==> config.mk <==
export PLATFORM = sky130hd
export DESIGN_NAME = mult_unit_seq_flat
export DESIGN_NICKNAME = d
export VERILOG_FILES = /design/src/rtl/mult_pkg.sv /design/src/rtl/mult_unit_seq_if.sv /design/src/rtl/adder_chain_n.sv /design/src/rtl/mult_unit_seq.sv /design/src/flat_wrapper.sv
export SDC_FILE = /design/constraint.sdc
export NUM_CORES = 1
export LEC_CHECK = 0
export CAP_MARGIN = 20
export CORE_MARGIN = 4
export CORE_UTILIZATION = 49
export CTS_CLUSTER_DIAMETER = 100
export DETAILED_ROUTE_END_ITERATION = 10
export PLACE_DENSITY = 0.82
export SYNTH_ARGS = -nofsm -noshare
export SYNTH_HDL_FRONTEND = slang
export SYNTH_SLANG_ARGS = --single-unit
==> constraint.sdc <==
create_clock -name clk -period 18.56 [get_ports clk]
set_input_delay 3.712 -clock clk [delete_from_list [all_inputs] [get_ports clk]]
set_output_delay 3.712 -clock clk [all_outputs]
set_load 0.01 [all_outputs]
==> src/rtl/mult_pkg.sv <==
`default_nettype none
// ============================================================================
//  Module      : mult_pkg
//  Description : Shared width constants, state encoding and helpers for the
//                iterative MULT/MULTU unit.
//  Revision    : 1.0 - initial release
// ============================================================================
package mult_pkg;

    localparam int MULT_WIDTH = 32;
    localparam int MULT_CNT_W = $clog2(MULT_WIDTH);

    typedef enum logic [1:0] {
        IDLE = 2'd0,
        RUN  = 2'd1,
        FIX  = 2'd2
    } mult_state_t;

    // Iteration counter width for an arbitrary operand width.
    function automatic int cnt_width(input int w);
        return (w > 1) ? $clog2(w) : 1;
    endfunction

endpackage
`default_nettype wire

==> src/rtl/mult_unit_seq_if.sv <==
`default_nettype none
// ============================================================================
//  Module      : mult_unit_seq_if
//  Description : Request/result bundle between the datapath and the
//                iterative multiplier.
//  Revision    : 1.0 - initial release
// ============================================================================
interface mult_unit_seq_if
    import mult_pkg::*;
#(
    parameter int WIDTH = MULT_WIDTH
);

    logic             start;
    logic             is_signed;
    logic [WIDTH-1:0] op_a;
    logic [WIDTH-1:0] op_b;
    logic             busy;
    logic             done;
    logic [WIDTH-1:0] hi;
    logic [WIDTH-1:0] lo;

    modport master (
        output start, is_signed, op_a, op_b,
        input  busy, done, hi, lo
    );

    modport slave (
        input  start, is_signed, op_a, op_b,
        output busy, done, hi, lo
    );

endinterface
`default_nettype wire

==> src/rtl/adder_chain_n.sv <==
`default_nettype none
// ============================================================================
//  Module      : fa4_cell / adder_chain_n
//  Description : Four-bit ripple full-adder cell and a WIDTH-bit chain of
//                those cells used for the partial-sum addition.
//  Revision    : 1.0 - initial release
// ============================================================================
module fa4_cell (
    input  wire logic [3:0] a,
    input  wire logic [3:0] b,
    input  wire logic       cin,
    output logic      [3:0] s,
    output logic            cout
);

    logic [4:0] w_c;

    assign w_c[0] = cin;

    generate
        for (genvar i = 0; i < 4; i++) begin : g_bit
            assign s[i]     = a[i] ^ b[i] ^ w_c[i];
            assign w_c[i+1] = (a[i] & b[i]) | (w_c[i] & (a[i] ^ b[i]));
        end
    endgenerate

    assign cout = w_c[4];

endmodule

module adder_chain_n #(
    parameter int WIDTH = 32
) (
    output logic [WIDTH-1:0] sum,
    output logic             carry,
    input  wire logic [WIDTH-1:0] inp0,
    input  wire logic [WIDTH-1:0] inp1,
    input  wire logic             cin
);

    localparam int C_CELLS = WIDTH / 4;

    logic [C_CELLS:0] w_c;

    assign w_c[0] = cin;

    generate
        for (genvar g = 0; g < C_CELLS; g++) begin : g_cell
            fa4_cell u_cell (
                .a    (inp0[4*g +: 4]),
                .b    (inp1[4*g +: 4]),
                .cin  (w_c[g]),
                .s    (sum[4*g +: 4]),
                .cout (w_c[g+1])
            );
        end
    endgenerate

    assign carry = w_c[C_CELLS];

endmodule
`default_nettype wire

==> src/rtl/mult_unit_seq.sv <==
`default_nettype none
// ============================================================================
//  Module      : mult_unit_seq
//  Description : Iterative shift-and-add multiplier for MULT/MULTU producing
//                a 2*WIDTH-bit HI/LO product in WIDTH+1 cycles.
//  Revision    : 1.0 - initial release
// ============================================================================
module mult_unit_seq
    import mult_pkg::*;
#(
    parameter int WIDTH = MULT_WIDTH
) (
    input  wire logic        clk,
    input  wire logic        rst_n,
    mult_unit_seq_if.slave   bus
);

    localparam int CNT_W = cnt_width(WIDTH);

    mult_state_t        state_q, state_d;
    logic [CNT_W-1:0]   count_q, count_d;
    logic [WIDTH:0]     acc_q, acc_d;
    logic [WIDTH-1:0]   mplier_q, mplier_d;
    logic [WIDTH-1:0]   mcand_q, mcand_d;
    logic               neg_q, neg_d;
    logic               busy_q, busy_d;
    logic               done_q, done_d;
    logic [WIDTH-1:0]   hi_q, hi_d;
    logic [WIDTH-1:0]   lo_q, lo_d;

    logic [WIDTH-1:0]   w_abs_a;
    logic [WIDTH-1:0]   w_abs_b;
    logic [WIDTH-1:0]   w_addend;
    logic [WIDTH-1:0]   w_sum;
    logic               w_carry;
    logic               w_acc_top;
    logic [2*WIDTH-1:0] w_prod_raw;
    logic [2*WIDTH-1:0] w_prod;

    // The most-negative operand negates to itself, which is its correct unsigned magnitude.
    assign w_abs_a = (bus.is_signed && bus.op_a[WIDTH-1]) ? (-bus.op_a) : bus.op_a;
    assign w_abs_b = (bus.is_signed && bus.op_b[WIDTH-1]) ? (-bus.op_b) : bus.op_b;

    assign w_addend = mplier_q[0] ? mcand_q : '0;

    adder_chain_n #(
        .WIDTH (WIDTH)
    ) u_adder (
        .sum   (w_sum),
        .carry (w_carry),
        .inp0  (acc_q[WIDTH-1:0]),
        .inp1  (w_addend),
        .cin   (1'b0)
    );

    assign w_acc_top  = acc_q[WIDTH] ^ w_carry;
    assign w_prod_raw = {acc_q[WIDTH-1:0], mplier_q};
    assign w_prod     = neg_q ? (-w_prod_raw) : w_prod_raw;

    always_ff @(posedge clk or negedge rst_n) begin
        if (!rst_n) begin
            state_q  <= IDLE;
            count_q  <= '0;
            acc_q    <= '0;
            mplier_q <= '0;
            mcand_q  <= '0;
            neg_q    <= 1'b0;
            busy_q   <= 1'b0;
            done_q   <= 1'b0;
            hi_q     <= '0;
            lo_q     <= '0;
        end else begin
            state_q  <= state_d;
            count_q  <= count_d;
            acc_q    <= acc_d;
            mplier_q <= mplier_d;
            mcand_q  <= mcand_d;
            neg_q    <= neg_d;
            busy_q   <= busy_d;
            done_q   <= done_d;
            hi_q     <= hi_d;
            lo_q     <= lo_d;
        end
    end

    always_comb begin
        state_d  = state_q;
        count_d  = count_q;
        acc_d    = acc_q;
        mplier_d = mplier_q;
        mcand_d  = mcand_q;
        neg_d    = neg_q;
        busy_d   = busy_q;
        done_d   = 1'b0;
        hi_d     = hi_q;
        lo_d     = lo_q;

        case (state_q)
            IDLE: begin
                if (bus.start) begin
                    state_d  = RUN;
                    mcand_d  = w_abs_a;
                    mplier_d = w_abs_b;
                    neg_d    = bus.is_signed & (bus.op_a[WIDTH-1] ^ bus.op_b[WIDTH-1]);
                    acc_d    = '0;
                    count_d  = '0;
                    busy_d   = 1'b1;
                end
            end
            RUN: begin
                // Add-then-shift of {acc, mplier} as one register.
                acc_d    = {1'b0, w_acc_top, w_sum[WIDTH-1:1]};
                mplier_d = {w_sum[0], mplier_q[WIDTH-1:1]};
                count_d  = count_q + CNT_W'(1);
                if (count_q == CNT_W'(WIDTH - 1)) begin
                    state_d = FIX;
                end
            end
            FIX: begin
                hi_d    = w_prod[2*WIDTH-1:WIDTH];
                lo_d    = w_prod[WIDTH-1:0];
                done_d  = 1'b1;
                busy_d  = 1'b0;
                state_d = IDLE;
            end
            default: begin
                state_d = IDLE;
                busy_d  = 1'b0;
            end
        endcase
    end

    assign bus.busy = busy_q;
    assign bus.done = done_q;
    assign bus.hi   = hi_q;
    assign bus.lo   = lo_q;

endmodule
`default_nettype wire
==> src/flat_wrapper.sv <==
// flat-port wrapper written by rule: the top's interface ports become plain ports
module mult_unit_seq_flat import mult_pkg::*;
#(
    parameter int WIDTH = MULT_WIDTH
)
  (clk, rst_n, bus_start, bus_is_signed, bus_op_a, bus_op_b, bus_busy, bus_done, bus_hi, bus_lo);
  mult_unit_seq_if #(.WIDTH(WIDTH)) bus_i ();
  input  wire logic clk;
  input  wire logic rst_n;
  input wire logic [$bits(bus_i.start)-1:0] bus_start;
  input wire logic [$bits(bus_i.is_signed)-1:0] bus_is_signed;
  input wire logic [$bits(bus_i.op_a)-1:0] bus_op_a;
  input wire logic [$bits(bus_i.op_b)-1:0] bus_op_b;
  output wire logic [$bits(bus_i.busy)-1:0] bus_busy;
  output wire logic [$bits(bus_i.done)-1:0] bus_done;
  output wire logic [$bits(bus_i.hi)-1:0] bus_hi;
  output wire logic [$bits(bus_i.lo)-1:0] bus_lo;
  assign bus_i.start = bus_start;
  assign bus_i.is_signed = bus_is_signed;
  assign bus_i.op_a = bus_op_a;
  assign bus_i.op_b = bus_op_b;
  assign bus_busy = bus_i.busy;
  assign bus_done = bus_i.done;
  assign bus_hi = bus_i.hi;
  assign bus_lo = bus_i.lo;
  mult_unit_seq #(.WIDTH(WIDTH)) u_core (.clk(clk), .rst_n(rst_n), .bus(bus_i));
endmodule
# --- Word level (Yosys, flattened, before mapping) ---
# Cells that the tools add are included.
word_totals:
  in_bits: 68
  word_cells: 204
  ff_bits: 171
classes:
  n_bitwise: 161
  n_reduce_logical: 8
  addsub: 4
  mux: 16
  eq_ne: 5
ops:
  columns: ["cell", "count"]
  rows:
  - ["two-way mux 32 bit", 4]
  - ["case mux 33 bit (2 select lines)", 1]
  - ["bitwise XOR 1 bit", 65]
  - ["bitwise AND 1 bit", 64]
  - ["two-way mux 64 bit", 1]
  - ["negator 32 bit", 2]
  - ["negator 64 bit", 1]
  - ["case mux 32 bit (2 select lines)", 1]
  - ["two-way mux 33 bit", 1]
  - ["bitwise OR 1 bit", 31]
  - ["case mux 5 bit (2 select lines)", 1]
  - ["AND reduction 2 bit", 4]
  - ["adder 5 x 1 -> 5 bit, second input constant", 1]
  - ["== test 5 bit, second input constant", 1]
  - ["two-way mux 5 bit", 1]
  - ["two-way mux 2 bit", 2]
  - ["case mux 2 bit (2 select lines)", 1]
  - ["== test 2 x 1 -> 1 bit, second input constant", 1]
  - ["== test 2 bit, second input constant", 1]
  - ["logical AND 1 bit", 2]
  - ["zero test 2 bit", 1]
  - ["two-way mux 1 bit", 2]
  - ["inequality test 2 x 1 -> 1 bit, second input constant", 1]
  - ["inequality test 2 bit, second input constant", 1]
  - ["other kinds (3)", 3]

# --- Depth between registers and ports, before layout ---
logic_depth:
  ltp_word: 66
  mapped_depth: 38
  mapped_depth_nobuf: 37

# --- Cells and area by module ---
# Synthesis repeated with hierarchy kept, for this count alone.
unflattened:
  cells_unflattened: 1199
  area_unflattened_um2: 10597.7
modules_own_cells:
  columns: ["module", "cells_each", "instances", "seq_area_each_um2", "area_each_um2"]
  rows:
  - ["mult_unit_seq", 1087, 1, 4254.1, 9656.8]
  - ["fa4_cell", 14, 8, 0.0, 117.6]

# --- Worst setup path after synthesis ---
# Ideal clock, no wire load.
synth_timing:
  path_kind: "register -> register"
  from: "register u_core.mplier_q[0]"
  to: "register u_core.acc_q[30]"
  synth_period_minus_slack_ns: 12.814
  setup_ns: 0.134
  path_stages_with_launch: 38
  setup_slack_ns: 5.746
  arrival_ns: 12.679
  n_path_buf: 2
  cell_sequence: "dfrtp_1 -> clkbuf_1 -> clkbuf_1 -> nand2_1 -> fa_1 -> fa_1 -> fa_1 -> fa_1 -> fa_1 -> fa_1 -> fa_1 -> fa_1 -> fa_1 -> fa_1 -> fa_1 -> fa_1 -> fa_1 -> fa_1 -> (+2 left out) -> fa_1 -> fa_1 -> fa_1 -> fa_1 -> fa_1 -> fa_1 -> fa_1 -> fa_1 -> fa_1 -> fa_1 -> fa_1 -> fa_1 -> fa_1 -> inv_1 -> fa_1 -> inv_1 -> fa_1 -> o21ai_0"
synth_via:
  elab_chain_len: 64
synth_rtl:
  columns: ["element", "line", "source"]
  rows:
  - ["start: declaration", "mult_unit_seq.sv:23", "logic [WIDTH-1:0] mplier_q, mplier_d;"]
  - ["start signal: assignment", "mult_unit_seq.sv:76", "mplier_q <= mplier_d;"]
  - ["two-way mux 32 bit *", "mult_unit_seq.sv:44", "assign w_addend = mplier_q[0] ? mcand_q : '0;"]
  - ["bitwise AND 1 bit / bitwise XOR 1 bit (equally long branches)", "adder_chain_n.sv:23", "assign w_c[i+1] = (a[i] & b[i]) | (w_c[i] & (a[i] ^ b[i]));"]
  - ["bitwise AND 1 bit", "adder_chain_n.sv:23", null]
  - ["bitwise OR 1 bit", "adder_chain_n.sv:23", null]
  - ["bitwise AND 1 bit", "adder_chain_n.sv:23", null]
  - ["bitwise OR 1 bit", "adder_chain_n.sv:23", null]
  - ["bitwise AND 1 bit", "adder_chain_n.sv:23", null]
  - ["bitwise OR 1 bit", "adder_chain_n.sv:23", null]
  - ["(+48 left out)", null, null]
  - ["bitwise AND 1 bit", "adder_chain_n.sv:23", null]
  - ["bitwise OR 1 bit", "adder_chain_n.sv:23", null]
  - ["bitwise AND 1 bit", "adder_chain_n.sv:23", null]
  - ["bitwise OR 1 bit", "adder_chain_n.sv:23", null]
  - ["bitwise AND 1 bit", "adder_chain_n.sv:23", null]
  - ["bitwise OR 1 bit", "adder_chain_n.sv:23", null]
  - ["bitwise XOR 1 bit *", "adder_chain_n.sv:22", "assign s[i] = a[i] ^ b[i] ^ w_c[i];"]
  - ["case mux 33 bit (2 select lines) *", "mult_unit_seq.sv:98", "case (state_q)"]
  - ["end signal: assignment", "mult_unit_seq.sv:64", "acc_q <= '0;"]
  - ["end signal: assignment", "mult_unit_seq.sv:75", "acc_q <= acc_d;"]
  - ["end: declaration", "mult_unit_seq.sv:22", "logic [WIDTH:0] acc_q, acc_d;"]
# Every way passes the cells marked *; elsewhere a longest branch is shown, timed or not.
# A chain may end at the register's enable or synchronous reset.

# --- Final worst setup path ---
# Same ends and word-level chain as after synthesis.

==> flow_summary.json <==
{
  "slowest_delay_ns": 1.00,
  "ys_seq_elements": 170,
  "yosysSeqAreaShare_pct": 42.9,
  "fin_tns_setup_ns": 0,
  "cts-root-buf": "clkbuf_16",
  "grtUsageTotal_pct": 22.5,
  "yosysTopAreaCellShare_pct": 42.9,
  "clk_pin_slew_ns": 0.07,
  "syn2layout_area_growth_pct": 21.4,
  "die_h_um": 150,
  "hp-class": "flop to flop",
  "finalWeightedCongestion": 0.967,
  "cts_made_buffers": 17,
  "post_cts_resized": 0,
  "fin_nets": 1267,
  "crit_path_frequent_cell": "fa_1",
  "fp.dieW_um": 150,
  "antenna_left": 0,
  "r2r-end": "u_core.acc_q[30]",
  "worst-r2r-setup-slack_ns": 4.63,
  "drc_errors": 0,
  "synth_flop_cell": "dfrtp_1",
  "reg2regPathDepth": 37,
  "synth_enable_flop_cells": 0,
  "grt_pass1_vias": 7736,
  "crit_start": "u_core.mplier_q[0]",
  "num_rows": 51,
  "fmax_ghz": 0.0718,
  "setup_viol": 0,
  "ctsHoldBuffers": 0,
  "worstSetupPathType": "flop to flop",
  "final_layout_size_suffix_gt1_share_pct": 6.72,
  "cts_setup_buffers": 0,
  "rsz0062_at_grt": "no",
  "detailed_place_hpwl_mm": 18.4,
  "dpl_cell_area_mm2": 0.0114,
  "core_area_mm2": 0.0197,
  "power_mw": 1.66,
  "syn_area_per_cell_um2": 9.33,
  "cts_tree": "yes",
  "critPathMaxFanout": 35,
  "insertion_delay_ns": 0.43,
  "grt_max_degree": 130,
  "synth_area_mm2": 0.00992,
  "worstSetupStartpointType": "flop",
  "cp-end-kind": "flop",
  "drt_iter0_markers": 836,
  "cp_slowest_cell": "dfrtp_1",
  "syn_inst": 1063,
  "status": "complete, no violations",
  "first_pass_iters": 6,
  "io_pins": 134,
  "numClockSinks": 170,
  "fin_util_pct": 61.1,
  "path_delay_family": "adder cells",
  "ys_warn_count": 0,
  "worstMarginPinSlew_ns": 1.01,
  "htreeDepth": 4,
  "final_hold_viol_count": 0,
  "cts_buffer_depth": 2,
  "grt_pass1_wl_mm": 40.3,
  "start_util_pct": 50.3,
  "ys_top_cells_by_area": "dfrtp_1 43%, nand2_1 6.4%, fa_1 6.3%, o21ai_0 5.8%, xor2_1 5.4%",
  "cp.required_ns": 18.86,
  "maxSlewHeadroom_pct": 32.9,
  "die-area_mm2": 0.0226,
  "num_antenna_cells": 0,
  "path_buf_inv": 3,
  "yosys.cell_types.count": 53,
  "antenna_found_initial": 1,
  "finClkSkew_ns": 0.00673,
  "endpoint": "u_core.acc_q[30]",
  "cp.arrival_ns": 14.23,
  "async_flop_share_pct": 100,
  "synth_fp_nets": 1168,
  "p_leak_nw": 4.81,
  "drt_wl_total_mm": 24.9,
  "yosys.area.top_type": "dfrtp_1",
  "vias": 8261,
  "hold_depth": 2,
  "portBuffers": 133,
  "period_needed_ns": 13.93,
  "grt_overflow": 0,
  "synth_most_common_cell": "dfrtp_1",
  "design_area_mm2": 0.0120,
  "wl_per_cell_um": 17.3,
  "path_depth": 37,
  "r2r_start": "u_core.mplier_q[0]",
  "drv_slew": 0,
  "ir_drop_uv": 70.5,
  "post-route-period-util_pct": 75.1,
  "vias_per_cell": 5.74,
  "maxCapViolCount": 0,
  "powerDensity_mw_per_mm2": 138,
  "synth_common_cells": "170 x dfrtp_1, 168 x nand2_1, 115 x o21ai_0"
}
[final cells by class]
cell class	instances	area (um2)
Inverter	46	173
Sequential cell	170	4260
Clock inverter	14	146
Timing Repair Buffer	142	1440
Tap cell	265	332
Clock buffer	18	429
Fill cell	1557	7680
Multi-Input combinational cell	785	5270
[cells by family after synthesis]
kind of cell	count (synthesis)	share of synthesized area, %
adders and majority gates	37	7.01
DFF	170	42.9
muxes	2	0.202
buffers and inverters	108	4.18
xor gates and xnor gates	120	10.6
AOI/OAI and AO/OA	299	18.9
and+or+nand+nor	327	16.2
[stage by stage]
| stage | instances | hold WS (ns) | setup WS (ns) |
|---|---|---|---|
| 2_1_floorplan | 1063 | 0.442 | 5.75 |
| 3_3_place_gp | 1406 | 0.459 | 5.03 |
| 3_5_place_dp | 1406 | 0.466 | 4.77 |
| 4_1_cts | 1438 | 0.480 | 4.65 |
| 5_1_grt | 1440 | 0.497 | 4.10 |
| 6_report | 1440 | 0.477 | 4.63 |
[power by group]
part | switching (mW) | internal [mW]
Combinational | 0.383 | 0.283
Clock | 0.150 | 0.199
Sequential | 0.140 | 0.500
Total | 0.674 | 0.982
[worst min-delay path, stage by stage, from the launching register on]
cell and delay [ns]:
dfrtp_1 0.34, nand2_1 0.04, o21ai_0 0.06
[flip-flops by register name (all words and copies together) (netlist names)]
| signal | count |
|---|---|
| u_core.state_q | 2 |
| u_core.mcand_q | 32 |
| u_core.bus.lo | 32 |
| u_core.mplier_q | 32 |
| u_core.bus.busy | 1 |
| u_core.count_q | 5 |
| u_core.neg_q | 1 |
| u_core.acc_q | 32 |
| u_core.bus.hi | 32 |
| u_core.bus.done | 1 |
[layout by cell type (no fill, tap or decap), drive strengths merged, types with 5 or more instances in the layout]
cell,count
a21oi,30
a22oi,26
and2,6
buf,10
clkbuf,18
clkdlybuf4s50,132
clkinv,5
dfrtp,170
fa,31
ha,6
inv,50
nand2,169
nand2b,5
nand3,14
nand4,7
nor2,35
nor3,19
nor4,15
o21ai,152
o22ai,32
o31ai,35
o41ai,15
or2,6
or3,15
or4,18
xnor2,59
xor2,61
[routing by layer]
metal | global-route usage [%] | wire length, um | share of wire [%] | vias up
met4 | 7.18 | 546 | 2.2 | 2
met3 | 6.38 | 2150 | 8.6 | 37
li1 | - | - | - | 3924
met5 | 0 | 13 | 0.052 | -
met1 | 32.2 | 10900 | 44 | 3970
met2 | 33.4 | 11300 | 45 | 328
[worst min path at each step]
stage	slack, ns	to	startpoint
2_1_floorplan	0.44	u_core.mcand_q[0]	u_core.mcand_q[0]
3_3_place_gp	0.46	u_core.mcand_q[0]	u_core.mcand_q[0]
3_5_place_dp	0.47	u_core.mcand_q[0]	u_core.mcand_q[0]
4_1_cts	0.48	u_core.mcand_q[0]	u_core.mcand_q[0]
5_1_grt	0.50	u_core.bus.lo[20]	u_core.bus.lo[20]
6_report	0.48	u_core.bus.lo[17]	u_core.bus.lo[17]
Note: power is estimated with default switching activity, not from simulation.
